**config.mk**
```make
export PLATFORM = sky130hd
export DESIGN_NAME = rtc_poll_scheduler
export DESIGN_NICKNAME = d
export VERILOG_FILES = /design/src/rtl/rtc_poll_scheduler.sv
export SDC_FILE = /design/constraint.sdc
export NUM_CORES = 1
export LEC_CHECK = 0
export CAP_MARGIN = 20
export CORE_MARGIN = 5
export CORE_UTILIZATION = 50
export DETAILED_ROUTE_END_ITERATION = 6
export PLACE_DENSITY = 0.74
export SYNTH_ARGS = -nofsm -noshare
export SYNTH_HDL_FRONTEND = slang
export SYNTH_SLANG_ARGS = --single-unit
```
**constraint.sdc**
```tcl
create_clock -name clk_50mhz -period 5.8 [get_ports clk_50mhz]
set_input_delay 0.58 -clock clk_50mhz [delete_from_list [all_inputs] [get_ports clk_50mhz]]
set_output_delay 0.58 -clock clk_50mhz [all_outputs]
set_load 0.05 [all_outputs]
```
**src/rtl/rtc_poll_scheduler.sv**
```systemverilog
// RTC poll scheduler: reads RTC registers 0x00-0x06 once per tick and commits them atomically.
// Optional macro RTC_BCD_CHECK_EN rejects commits whose shadow bytes are not valid BCD.
module rtc_poll_scheduler #(
  parameter int POLL_DIV  = 50000000,
  parameter int MAX_RETRY = 3
) (
  input  logic       clk_50mhz,
  input  logic       rst,
  input  logic       en,
  output logic       rd_req,
  output logic [7:0] rd_addr,
  input  logic       rd_done,
  input  logic       rd_nack,
  input  logic [7:0] rd_data,
  output logic [7:0] sec,
  output logic [7:0] min,
  output logic [7:0] hour,
  output logic [7:0] day,
  output logic [7:0] date,
  output logic [7:0] month,
  output logic [7:0] year,
  output logic       valid,
  output logic       busy,
  output logic       err
);

  localparam int CW = (POLL_DIV > 1) ? $clog2(POLL_DIV) : 1;
  localparam int RW = $clog2(MAX_RETRY + 2);

  typedef enum logic [2:0] {
    IDLE,
    WAIT_TICK,
    ISSUE,
    WAIT_DONE,
    STORE,
    COMMIT
  } state_t;

  state_t          state;
  logic [CW-1:0]   cnt;
  logic            tick;
  logic [2:0]      idx;
  logic [RW-1:0]   retry;
  logic [RW-1:0]   retry_nxt;
  logic [7:0]      shadow [7];

  assign tick      = (cnt == CW'(POLL_DIV - 1));
  assign retry_nxt = retry + 1'b1;
  assign busy      = (state != IDLE) && (state != WAIT_TICK);

`ifdef RTC_BCD_CHECK_EN
  function automatic logic nib_ok(input logic [7:0] b);
    return (b[3:0] <= 4'd9) && (b[7:4] <= 4'd9);
  endfunction

  logic bcd_ok;
  // CH bit of seconds and 12/24h mode bits of hours are not BCD digits.
  assign bcd_ok = nib_ok(shadow[0] & 8'h7F) && nib_ok(shadow[1]) &&
                  nib_ok(shadow[2] & 8'h3F) && nib_ok(shadow[3]) &&
                  nib_ok(shadow[4]) && nib_ok(shadow[5]) &&
                  nib_ok(shadow[6]);
`endif

  // Poll-period counter; parked at zero while polling is disabled.
  always_ff @(posedge clk_50mhz) begin
    if (rst || !en) begin
      cnt <= '0;
    end else if (tick) begin
      cnt <= '0;
    end else begin
      cnt <= cnt + 1'b1;
    end
  end

  // Read sequencer: issue, retry on NACK, shadow bytes, commit all at once.
  always_ff @(posedge clk_50mhz) begin
    if (rst) begin
      state   <= IDLE;
      idx     <= '0;
      retry   <= '0;
      rd_req  <= 1'b0;
      rd_addr <= 8'h00;
      valid   <= 1'b0;
      err     <= 1'b0;
      sec     <= 8'h00;
      min     <= 8'h00;
      hour    <= 8'h00;
      day     <= 8'h00;
      date    <= 8'h00;
      month   <= 8'h00;
      year    <= 8'h00;
      for (int i = 0; i < 7; i++) shadow[i] <= 8'h00;
    end else begin
      valid <= 1'b0;
      unique case (state)
        IDLE: begin
          if (en) state <= WAIT_TICK;
        end
        WAIT_TICK: begin
          if (!en) begin
            state <= IDLE;
          end else if (tick) begin
            idx   <= '0;
            retry <= '0;
            state <= ISSUE;
          end
        end
        ISSUE: begin
          rd_req  <= 1'b1;
          rd_addr <= {5'd0, idx};
          state   <= WAIT_DONE;
        end
        WAIT_DONE: begin
          if (rd_done) begin
            rd_req <= 1'b0;
            if (!rd_nack) begin
              shadow[idx] <= rd_data;
              retry       <= '0;
              state       <= STORE;
            end else if (retry_nxt <= RW'(MAX_RETRY)) begin
              retry <= retry_nxt;
              state <= ISSUE;
            end else begin
              err   <= 1'b1;
              state <= WAIT_TICK;
            end
          end
        end
        STORE: begin
          if (idx < 3'd6) begin
            idx   <= idx + 3'd1;
            state <= ISSUE;
          end else begin
            state <= COMMIT;
          end
        end
        COMMIT: begin
`ifdef RTC_BCD_CHECK_EN
          if (bcd_ok) begin
            sec   <= shadow[0];
            min   <= shadow[1];
            hour  <= shadow[2];
            day   <= shadow[3];
            date  <= shadow[4];
            month <= shadow[5];
            year  <= shadow[6];
            valid <= 1'b1;
          end else begin
            err <= 1'b1;
          end
`else
          sec   <= shadow[0];
          min   <= shadow[1];
          hour  <= shadow[2];
          day   <= shadow[3];
          date  <= shadow[4];
          month <= shadow[5];
          year  <= shadow[6];
          valid <= 1'b1;
`endif
          state <= WAIT_TICK;
        end
        default: state <= IDLE;
      endcase
    end
  end

endmodule

```
== Yosys cells after proc, flatten, opt, wreduce, memory -nomap -nowiden ==
Memories as Yosys holds them, arrays and structs flattened. A register that Yosys moved wholly into a read port is not among the register bits.
Index checks and enable logic that the tools add are counted.
W data, S select, Z words.

* Bits in latches: 0
* Bits in registers: 41
* Memories kept: 1
* RAM bits: 56
* ROM bits: 0
* Bits of input ports: 13

* Multiply operators: 0
* Shift operators: 0
* Divide/modulo/power cells: 0
* Bitwise operators: 1
* Order comparisons: 2
* $add $sub $neg: 3
* Eq/ne operators: 14
* Reductions and logical operators: 15
* Muxes and demuxes: 29

{| class="wikitable"
|+ Memories
! memory !! depth !! width !! read ports !! clocked after Yosys merged registers in !! write ports !! RTL line !! text
|-
| shadow || 7 || 8 || 7 || 7 || 7 || 45 || <nowiki>logic [7:0] shadow [7];</nowiki>
|}

{| class="wikitable"
|+ Operators with widths
! kind !! count
|-
| $mux W3 || 13
|-
| $add A26 B1 Y26 const B || 1
|-
| $eq A26 B26 Y1 const B || 1
|-
| $pmux W3 S6 || 1
|-
| $pmux W3 S2 || 2
|-
| $mux W1 || 10
|-
| $ne A2 B2 Y1 const B || 5
|-
| $mux W8 || 1
|-
| $reduce_and A4 Y1 || 2
|-
| $reduce_or A8 Y1 || 1
|-
| $add A3 B1 Y3 const B || 2
|-
| $eq A3 B2 Y1 const B || 2
|-
| $eq A3 B3 Y1 const B || 2
|-
| $ne A3 B3 Y1 const B || 2
|-
| $reduce_bool A2 Y1 || 3
|-
| $reduce_and A5 Y1 || 1
|-
| $eq A3 B1 Y1 const B || 1
|-
| $le A3 B2 Y1 const B || 1
|-
| $logic_not A3 Y1 || 1
|-
| $lt A3 B3 Y1 const B || 1
|-
| $ne A3 B1 Y1 const B || 1
|-
| $reduce_and A3 Y1 || 1
|-
| $reduce_bool A3 Y1 || 1
|-
| $mux W2 || 1
|-
| other kinds (7) || 7
|}

== Longest topological paths before layout ==
Gate-level depths: netlist (run 1).

* Word-level depth: 7
* Depth in mapped cells: 7

== Worst setup path before layout (run 1) ==
Ideal clock, no wire load.

* Kind: input-to-reg
* Start point: input port rst
* End point: memory shadow[2][0], enable pin
* Buffers on the path: 2
* Stages: 6
* Slack: 3.402 ns
* Required time: 5.466 ns
* Setup time: 0.334 ns
* Arrival: 2.064 ns
* Cell sequence: clkbuf_1 > nor4_4 > nand2b_1 > or3b_1 > clkbuf_1 > nand2b_1

{| class="wikitable"
|+ RTL lines
! item !! RTL line !! text
|-
| start: declaration || 8 || <nowiki>input logic rst,</nowiki>
|-
| end: declaration || 45 ||
|}

==> flow_metrics.py, run 1 <==
metrics = {
    "timing": {
        "hold_viol_final": 0,
        "fmaxAchievable_mhz": 379,
        "ratio_of_final_minimum_period_to_clock_period": 0.455,
        "post-route-min-period_ns": 2.64,
        "setup_violations_final": 0,
        "rsz0062_at_grt": "no",
        "worst_slew_pin_slew_ns": 0.975,
        "final.hold.worst_slack_ns": 0.451,
        "fin_setup_tns_ns": 0,
        "clock_skew_ns": 0.0178,
        "timing_max_transition_violations_final": 0,
        "timing.slew.headroom": 0.348,
    },
    "die": {
        "die_area_sq_mm": 0.0142,
        "initial_core_utilization": 0.503,
        "die_height_um": 119,
        "die-width_um": 119,
        "core.rowCount": 40,
        "i_o_pins": 81,
        "core_area_sq_mm": 0.0119,
    },
    "synthesis": {
        "flop_and_latch_count_out_of_synthesis": 153,
        "syn_area_sq_mm": 0.00597,
        "seq_area_frac_synth": 0.594,
        "ys_types": 46,
        "yosysWarningCount": 0,
        "synthesis.area_per_instance_sq_um": 9.41,
        "async_reset_ff_frac": 0,
        "synth_ff_type": "dfxtp_1",
        "synth_cells": 634,
        "synth-edff-count": 48,
    },
    "global_routing": {
        "total_routing_usage_gr": 0.181,
        "first_pass_grt_wire_length_mm": 20.5,
        "global_route.overflow_total": 0,
        "via_count_of_the_first_global_routing_pass": 4229,
        "antenna_found_initial": 0,
        "grt_start_max_net_pins": 89,
    },
    "route": {
        "wl_per_cell_um": 14.4,
        "drt_first_pass_iters": 5,
        "detail_route.iter0.violations": 302,
        "dr_total_vias": 4445,
        "post_drt_via_cell_ratio": 5.20,
        "drt_drc_violations_left": 0,
        "wirelength_mm": 12.3,
        "drtAntennaViolNets": 0,
    },
    "cts": {
        "post_cts_hold_buffer_count": 0,
        "post_cts_gate_resize_count": 0,
        "clock_sinks": 153,
        "cts_inserted_buffers": 17,
        "clock_path_buffers": 2,
        "post-cts-setup-buffer-count": 0,
        "cts_root_buffer": "clkbuf_16",
        "htreeDepth": 4,
        "clock_latency_on_the_worst_skew_pair_ns": 0.43,
        "cts_tree": "yes",
        "clk_pin_slew_ns": 0.06,
    },
    "pwr": {
        "p_leak_nw": 2.57,
        "vdd.ir_drop.worst_mv": 0.237,
        "cellPowerDensity_mw_per_mm2": 307,
    },
    "run": {
        "drv_cap": 0,
    },
    "final_layout": {
        "final_cell_area_sq_mm": 0.00736,
        "largest_register_ff_count": 56,
        "antenna-diode-count": 0,
        "biggestRegsByFlops": "shadow (56), cnt (26)",
        "final_layout_size_suffix_gt1_frac": 0.0593,
        "area_growth_pct": 23.4,
        "layout_common_cells": "nand2_1, dfxtp_1, nor2_1, clkdlybuf4s50_1, a21oi_1",
        "finalNetCount": 712,
        "max_flop_register": "shadow",
        "layout_commonest_cell": "nand2_1",
    },
    "place": {
        "port_buffers": 75,
        "post_dp_cell_area_sq_mm": 0.00679,
        "placer_congestion": 0.802,
        "dp_hpwl_mm": 8.41,
    },
    "worst_setup_path": {
        "timing.critical_path.to_type": "register",
        "r2r_setup_slack_ns": 3.20,
        "worst-endpoint-required_ns": 5.89,
        "crit_type": "input port to register",
        "crit_path_max_fanout": 9,
        "setup.worst_path.start_class": "input port",
        "cp_data_arrival_time_ns": 2.72,
    },
    "min_path": {
        "min-delay-path-class": "register to register",
    },
    "status": {
        "status": "finished, final reports clean",
    },
}
## per-stage QoR
step / std cells / power [W] / worst slack [ns] / util
2_1_floorplan: 638 / 0.00120 / 3.40 / -
3_3_place_gp: 822 / 0.00122 / 2.86 / 0.570
3_5_place_dp: 823 / 0.00123 / 2.79 / 0.572
4_1_cts: 855 / 0.00228 / 3.18 / 0.621
5_1_grt: 855 / 0.00234 / 2.89 / 0.621
6_report: 855 / 0.00226 / 3.16 / 0.621
## synth_stat cells (all sizes together), types with 10 or more instances
| master | count | area, sq um |
|---|---|---|
| edfxtp | 48 | 1440 |
| nand2 | 139 | 522 |
| nor2 | 80 | 300 |
| nand3 | 19 | 95.1 |
| a21oi | 72 | 364 |
| buf | 13 | 72.6 |
| xor2 | 18 | 158 |
| clkbuf | 27 | 101 |
| inv | 13 | 48.8 |
| nand4 | 10 | 62.6 |
| and3 | 10 | 62.6 |
| dfxtp | 105 | 2100 |
| and2 | 11 | 68.8 |
## kinds of logic after synthesis
logic type                 after synthesis  share of synthesized area
AOI/OAI and AO/OA                       87                     0.0799
xor gates and xnor gates                25                     0.0367
adders and majority gates                4                    0.00839
buffers and inverters                   53                     0.0373
DFF                                    153                      0.594
muxes                                    8                     0.0134
other                                    1                   0.000628
and+or+nand+nor                        303                      0.230
## power by group
| part | internal [W] | switching (W) |
|---|---|---|
| Sequential | 0.00112 | 0.0000106 |
| Clock | 0.000662 | 0.000398 |
| Combinational | 0.0000212 | 0.0000534 |
| Total | 0.00180 | 0.000462 |
## path summary, 6_finish.rpt
check | startpoint | to | cells past startpoint
worst max register to register | state[0]$_SDFFE_PP0P_ | shadow[1][6]$_SDFFCE_PN0P_ | 5
worst min register to register | day[1]$_SDFFE_PP0P_ | day[1]$_SDFFE_PP0P_ | 2
worst max-delay path | rd_done | shadow[1][6]$_SDFFCE_PN0P_ | 6
worst min-delay path | day[1]$_SDFFE_PP0P_ | day[1]$_SDFFE_PP0P_ | 2
## critical path, stage by stage
cell,delay (ns)
clkdlybuf4s50_1,0.53
nand2_1,0.18
nor3_1,0.36
nand2_1,0.12
or4_1,0.59
nand2b_1,0.36
## routing by layer
layer,vias up,wire length (um),track usage
met5,-,0,0
met1,2081,5440,0.234
met4,0,128,0.0854
met3,12,741,0.0508
li1,2240,-,-
met2,112,5990,0.279
## layout make-up
class / instances / area (sq um)
fill: 995 / 4500
sequential: 153 / 3540
multi-input combinational: 432 / 2220
timing repair buffer: 78 / 788
clock buffer: 23 / 478
tap: 147 / 184
clock inverter: 9 / 96.3
inverter: 13 / 48.8
Note: power is estimated with default switching activity, not from simulation.
==> run 2: changes to the inputs <==
--- a/config.mk
+++ b/config.mk
@@ -7,9 +7,9 @@
 export LEC_CHECK = 0
 export CAP_MARGIN = 20
 export CORE_MARGIN = 5
-export CORE_UTILIZATION = 50
+export CORE_UTILIZATION = 49
 export DETAILED_ROUTE_END_ITERATION = 6
-export PLACE_DENSITY = 0.74
+export PLACE_DENSITY = 0.75
 export SYNTH_ARGS = -nofsm -noshare
 export SYNTH_HDL_FRONTEND = slang
 export SYNTH_SLANG_ARGS = --single-unit
==> constraint.sdc (replaced) <==
create_clock -name clk_50mhz -period 2.3 [get_ports clk_50mhz]
set_input_delay 0.23 -clock clk_50mhz [delete_from_list [all_inputs] [get_ports clk_50mhz]]
set_output_delay 0.23 -clock clk_50mhz [all_outputs]
set_load 0.05 [all_outputs]
==> run 2 against run 1 <==
  * Global-route usage about the same
  * Total power increased to 2.5 times the previous value
  * Via count increased by 3.1%
  * Die area is 1.9% higher
  * Clock-buffer cell count fell by 1
  * Clock power rose to 2.5 times the previous value
  * Critical endpoint is now busy
  * Highest routed layer unchanged
==> flow_metrics.py, run 2 (synthesized netlist as in run 1, its figures left out) <==
metrics = {
    "pwr": {
        "p_leak_nw": 2.63,
        "vdd.ir_drop.worst_mv": 0.464,
        "p_total_w": 0.00570,
        "cellPowerDensity_mw_per_mm2": 763,
    },
    "worst_setup_path": {
        "critical_path.top_delay_family": "buffers and inverters",
        "crit_path_max_fanout": 12,
        "cp_data_arrival_time_ns": 1.89,
        "worst-endpoint-required_ns": 2.07,
        "cp_cell_sequence": "buf_4 > or2_2 > clkdlybuf4s50_1",
        "crit_type": "register to primary output",
        "cp_slowest_cell": "clkdlybuf4s50_1",
        "worstPathBufferInverterCount": 2,
        "timing.critical_path.to_type": "primary output",
        "setup.worst_path.start_class": "register",
        "timing.critical_path.slowest_cell_delay_ns": 0.71,
    },
    "route": {
        "wl_per_cell_um": 14.5,
        "drtAntennaViolNets": 0,
        "drt_drc_violations_left": 0,
        "detail_route.iter0.violations": 357,
        "post_drt_via_cell_ratio": 5.25,
        "drt_first_pass_iters": 5,
        "dr_total_vias": 4584,
        "wirelength_mm": 12.7,
    },
    "die": {
        "core_area_sq_mm": 0.0120,
        "core.rowCount": 40,
        "die_height_um": 120,
        "initial_core_utilization": 0.499,
        "die_area_sq_mm": 0.0145,
        "i_o_pins": 81,
        "die-width_um": 120,
    },
    "final_layout": {
        "largest_register_ff_count": 56,
        "antenna-diode-count": 0,
        "final_layout_size_suffix_gt1_frac": 0.0758,
        "biggestRegsByFlops": "shadow (56), cnt (26)",
        "area_growth_pct": 25.1,
        "layout_commonest_cell": "nand2_1",
        "n_fill_cell": 974,
        "finalNetCount": 730,
        "layout_common_cells": "nand2_1, dfxtp_1, nor2_1, clkdlybuf4s50_1, a21oi_1",
        "max_flop_register": "shadow",
    },
    "timing": {
        "timing_max_transition_violations_final": 0,
        "post-route-min-period_ns": 2.12,
        "rsz0062_at_grt": "no",
        "fin_setup_tns_ns": 0,
        "timing.slew.headroom": 0.344,
        "clock_skew_ns": 0.00713,
        "setup_violations_final": 0,
        "ratio_of_final_minimum_period_to_clock_period": 0.922,
        "worst_slew_pin_slew_ns": 0.984,
        "fmaxAchievable_mhz": 472,
        "hold_viol_final": 0,
    },
    "global_routing": {
        "first_pass_grt_wire_length_mm": 20.7,
        "antenna_found_initial": 0,
        "total_routing_usage_gr": 0.181,
        "global_route.overflow_total": 0,
        "grt_start_max_net_pins": 58,
        "via_count_of_the_first_global_routing_pass": 4326,
    },
    "min_path": {
        "min-delay-path-class": "input port to register",
    },
    "cts": {
        "cts_tree": "yes",
        "post-cts-setup-buffer-count": 0,
        "cts_root_buffer": "clkbuf_16",
        "post_cts_gate_resize_count": 0,
        "cts_inserted_buffers": 17,
        "clock_latency_on_the_worst_skew_pair_ns": 0.42,
        "post_cts_hold_buffer_count": 0,
        "clock_sinks": 153,
        "clk_pin_slew_ns": 0.06,
        "htreeDepth": 4,
        "clock_path_buffers": 2,
    },
    "status": {
        "status": "finished, final reports clean",
    },
    "place": {
        "placer_congestion": 0.885,
        "port_buffers": 75,
        "dp_hpwl_mm": 8.82,
    },
    "run": {
        "drv_cap": 0,
    },
}
[run 2: per-layer routing]
layer | share of wire | track usage
met5 | 0 | 0
met2 | 0.49 | 0.299
met4 | 0.021 | 0.0786
met1 | 0.43 | 0.225
met3 | 0.063 | 0.0435
[run 2: area by class of cell]
type,instances,area [sq um],area share
Clock buffer,22,465,0.0623
Clock inverter,10,98.8,0.0132
Tap cell,147,184,0.0246
Inverter,13,48.8,0.00653
Multi-Input combinational cell,432,2220,0.298
Sequential cell,153,3540,0.475
Timing Repair Buffer,96,903,0.121
[run 2: worst paths after layout]
check	startpoint	to	slack [ns]	depth (start not counted)
hold / removal	rst	rd_addr[2]$_SDFFE_PP0P_	0.09	2
setup reg to reg	cnt[12]$_SDFF_PP0_	retry[1]$_SDFFE_PP0P_	0.22	5
setup / recovery	state[2]$_SDFFE_PP0P_	busy	0.18	3
hold reg to reg	sec[2]$_SDFFE_PP0P_	sec[2]$_SDFFE_PP0P_	0.45	2
[run 2: worst register-to-register path, delay by kind of cell (launching register included)]
kind / cells / cell delay, ns
DFF: 1 / 0.43
AOI/OAI and AO/OA: 2 / 0.46
and+or+nand+nor: 3 / 1.13
[run 2: per-stage QoR]
stage | util | hold slack, ns | cell area [sq um] | setup slack, ns | instances
finish | 0.624 | 0.0918 | 7470 | 0.180 | 873
global route | 0.624 | 0.0760 | 7470 | 0.0925 | 873
CTS | 0.624 | 0.0724 | 7470 | 0.158 | 873
detailed placement | 0.577 | 0.447 | 6900 | 0.0297 | 841
global placement | 0.577 | 0.445 | 6900 | 0.0873 | 841
floorplan | - | 0.377 | 5980 | 0.153 | 638
[run 2: report_power, final]
group          switching [W]  internal [W]  total (W)
registers          0.0000142       0.00282    0.00283
clock network        0.00101       0.00164    0.00265
logic               0.000152     0.0000668   0.000219
==> run 3: changes to the inputs <==
--- a/config.mk
+++ b/config.mk
@@ -7,9 +7,10 @@
 export LEC_CHECK = 0
 export CAP_MARGIN = 20
 export CORE_MARGIN = 5
-export CORE_UTILIZATION = 49
+export CORE_UTILIZATION = 39
+export CTS_CLUSTER_DIAMETER = 60
 export DETAILED_ROUTE_END_ITERATION = 6
-export PLACE_DENSITY = 0.75
+export SETUP_SLACK_MARGIN = 0.5
 export SYNTH_ARGS = -nofsm -noshare
 export SYNTH_HDL_FRONTEND = slang
 export SYNTH_SLANG_ARGS = --single-unit
==> run 3 against run 2 <==
  * Via count decreased by 0.96%
  * Hold slack improved by 0.30 ns
  * Worst setup slack improved by 0.28 ns
  * Final area increased by 5.6%
  * Utilization decreased by 10 points
  * Wire length increased by 5.2%
  * Global-route usage decreased by 2.5 points
  * Total power increased by 1.4%
  * Largest cell class unchanged
  * Largest power group unchanged
  * Sequential share of layout area decreased by 2.2 points
  * Clock power increased by 2%
==> flow_metrics.py, run 3 (synthesized netlist as in run 1, its figures left out) <==
metrics = {
    "final_layout": {
        "max_flop_register": "shadow",
        "largest_register_ff_count": 56,
        "biggestRegsByFlops": "shadow (56), cnt (26)",
        "antenna-diode-count": 0,
        "final_layout_size_suffix_gt1_frac": 0.166,
        "finalNetCount": 739,
        "layout_common_cells": "nand2_1, dfxtp_1, a21oi_1, nor2_1",
        "area_growth_pct": 32.1,
        "layout_commonest_cell": "nand2_1",
        "n_fill_cell": 1410,
    },
    "cts": {
        "clock_path_buffers": 2,
        "cts_inserted_buffers": 17,
        "clock_sinks": 153,
        "htreeDepth": 4,
        "post_cts_hold_buffer_count": 0,
        "cts_tree": "yes",
        "cts_root_buffer": "clkbuf_16",
        "clk_pin_slew_ns": 0.06,
        "clock_latency_on_the_worst_skew_pair_ns": 0.42,
    },
    "min_path": {
        "hold_path_depth": 3,
        "min-delay-path-class": "input port to register",
        "worstHoldStart": "rst",
        "worst_hold_path.endpoint": "err$_SDFFE_PP0P_",
    },
    "worst_setup_path": {
        "crit_start": "state[2]$_SDFFE_PP0P_",
        "crit_path_max_fanout": 8,
        "cp_slowest_cell": "or3b_4",
        "worst-endpoint-required_ns": 2.42,
        "crit_type": "register to register",
        "critical_path.reg2reg.endpoint": "shadow[2][1]$_SDFFCE_PN0P_",
        "r2r_setup_slack_ns": 0.46,
        "cp_cell_sequence": "nand2b_4 > nor4_4 > nand2b_1 > or3b_4 > nand2b_4",
        "timing.rr.start": "state[2]$_SDFFE_PP0P_",
        "most_frequent_cp_cell": "nand2b_4",
        "timing.critical_path.to_type": "register",
        "timing.critical_path.slowest_cell_delay_ns": 0.43,
        "reg2reg_depth": 5,
        "setup.worst_path.start_class": "register",
        "cp_data_arrival_time_ns": 1.97,
    },
    "route": {
        "post_drt_via_cell_ratio": 4.92,
        "drt_drc_violations_left": 0,
        "wirelength_mm": 13.4,
        "wl_per_cell_um": 14.5,
        "dr_total_vias": 4540,
        "drtAntennaViolNets": 0,
        "detail_route.iter0.violations": 215,
        "drt_first_pass_iters": 4,
    },
    "timing": {
        "setup_violations_final": 0,
        "clock_skew_ns": 0.00691,
        "rsz0062_at_grt": "yes",
        "timing_max_transition_violations_final": 0,
        "fin_setup_tns_ns": 0,
        "fmaxAchievable_mhz": 542,
        "timing.slew.headroom": 0.658,
        "worst_slew_pin_slew_ns": 0.512,
        "post-route-min-period_ns": 1.84,
        "hold_viol_final": 0,
        "ratio_of_final_minimum_period_to_clock_period": 0.802,
        "final.hold.worst_slack_ns": 0.391,
    },
    "global_routing": {
        "via_count_of_the_first_global_routing_pass": 4521,
        "grt_start_max_net_pins": 58,
        "global_route.overflow_total": 0,
        "antenna_found_initial": 0,
        "total_routing_usage_gr": 0.155,
        "first_pass_grt_wire_length_mm": 22.2,
    },
    "pwr": {
        "vdd.ir_drop.worst_mv": 0.469,
        "cellPowerDensity_mw_per_mm2": 733,
        "p_leak_nw": 3.26,
        "p_total_w": 0.00578,
    },
    "place": {
        "placer_congestion": 0.843,
        "port_buffers": 75,
        "dp_hpwl_mm": 8.97,
    },
    "die": {
        "die-width_um": 134,
        "die_area_sq_mm": 0.0179,
        "core.rowCount": 45,
        "i_o_pins": 81,
        "core_area_sq_mm": 0.0151,
        "initial_core_utilization": 0.396,
        "die_height_um": 134,
    },
    "status": {
        "status": "finished, final reports clean",
    },
    "run": {
        "drv_cap": 0,
    },
}
run 3: cell types whose count changed in the layout (fill, tap and decap cells not counted), moves of 5 or more:
cell | previous run | this run
clkdlybuf4s50_1 | 74 | 12
buf_6 | 0 | 6
nor2_4 | 0 | 8
nor2_1 | 80 | 64
dlymetal6s2s_1 | 0 | 13
nand2_1 | 139 | 134
nor2_2 | 0 | 8
dfxtp_2 | 0 | 8
dfxtp_1 | 105 | 94
dlygate4sd2_1 | 0 | 48
run 3: worst max path at each step:
stage                                      end  slack [ns]  depth (start not counted)
CTS                      retry[1]$_SDFFE_PP0P_        0.45                          5
finish              shadow[2][1]$_SDFFCE_PN0P_        0.46                          5
floorplan           shadow[2][0]$_SDFFCE_PN0P_        0.34                          6
global placement    shadow[1][0]$_SDFFCE_PN0P_         0.1                          6
global route             retry[1]$_SDFFE_PP0P_        0.38                          5
detailed placement  shadow[1][7]$_SDFFCE_PN0P_        0.06                          6
run 3: metrics by stage:
stage	utilization	worst slack, ns	std cells	cell area, sq um
CTS	0.508	0.449	919	7670
global placement	0.464	0.0987	883	7010
global route	0.522	0.378	923	7880
detailed placement	0.464	0.0593	883	7010
finish	0.522	0.455	923	7880
floorplan	-	0.343	638	6040
run 3: power breakdown:
| part | internal [W] | switching (W) | leakage [nW] | total [W] |
|---|---|---|---|---|
| clock | 0.00164 | 0.00106 | 0.293 | 0.00270 |
| sequential | 0.00282 | 0.0000178 | 1.35 | 0.00283 |
| combinational | 0.0000853 | 0.000162 | 1.61 | 0.000248 |
run 3: area by class of cell:
class | count | area [sq um] | share of cell area
flip-flops and latches | 153 | 3560 | 0.452
multi-input cells | 432 | 2440 | 0.310
repair buffers | 105 | 1010 | 0.128
clock buffers | 21 | 493 | 0.0625
well taps | 188 | 235 | 0.0298
clock inverters | 11 | 91.3 | 0.0116
inverters | 13 | 48.8 | 0.00619
run 3: per-layer routing:
metal | vias to the layer above | GRT usage | part of all wire
li1 | 2296 | - | -
met1 | 2133 | 0.197 | 0.46
met2 | 97 | 0.251 | 0.48
met3 | 14 | 0.0404 | 0.048
met4 | 0 | 0.0640 | 0.015
met5 | - | 0 | 0
run 3: worst max-delay path: cells and delay by family (launching register included):
| kind | cells | cell delay, ns |
|---|---|---|
| flip-flops | 1 | 0.34 |
| AND/OR/NAND/NOR | 5 | 1.20 |
run 3: what timing repair did:
item / CTS / global route
pin swaps: 6 / 5
setup endpoints to repair: 146 / 111
cloned: 0 / 0
gates resized for setup: 82 / 58
buffers inserted: 4 / 4
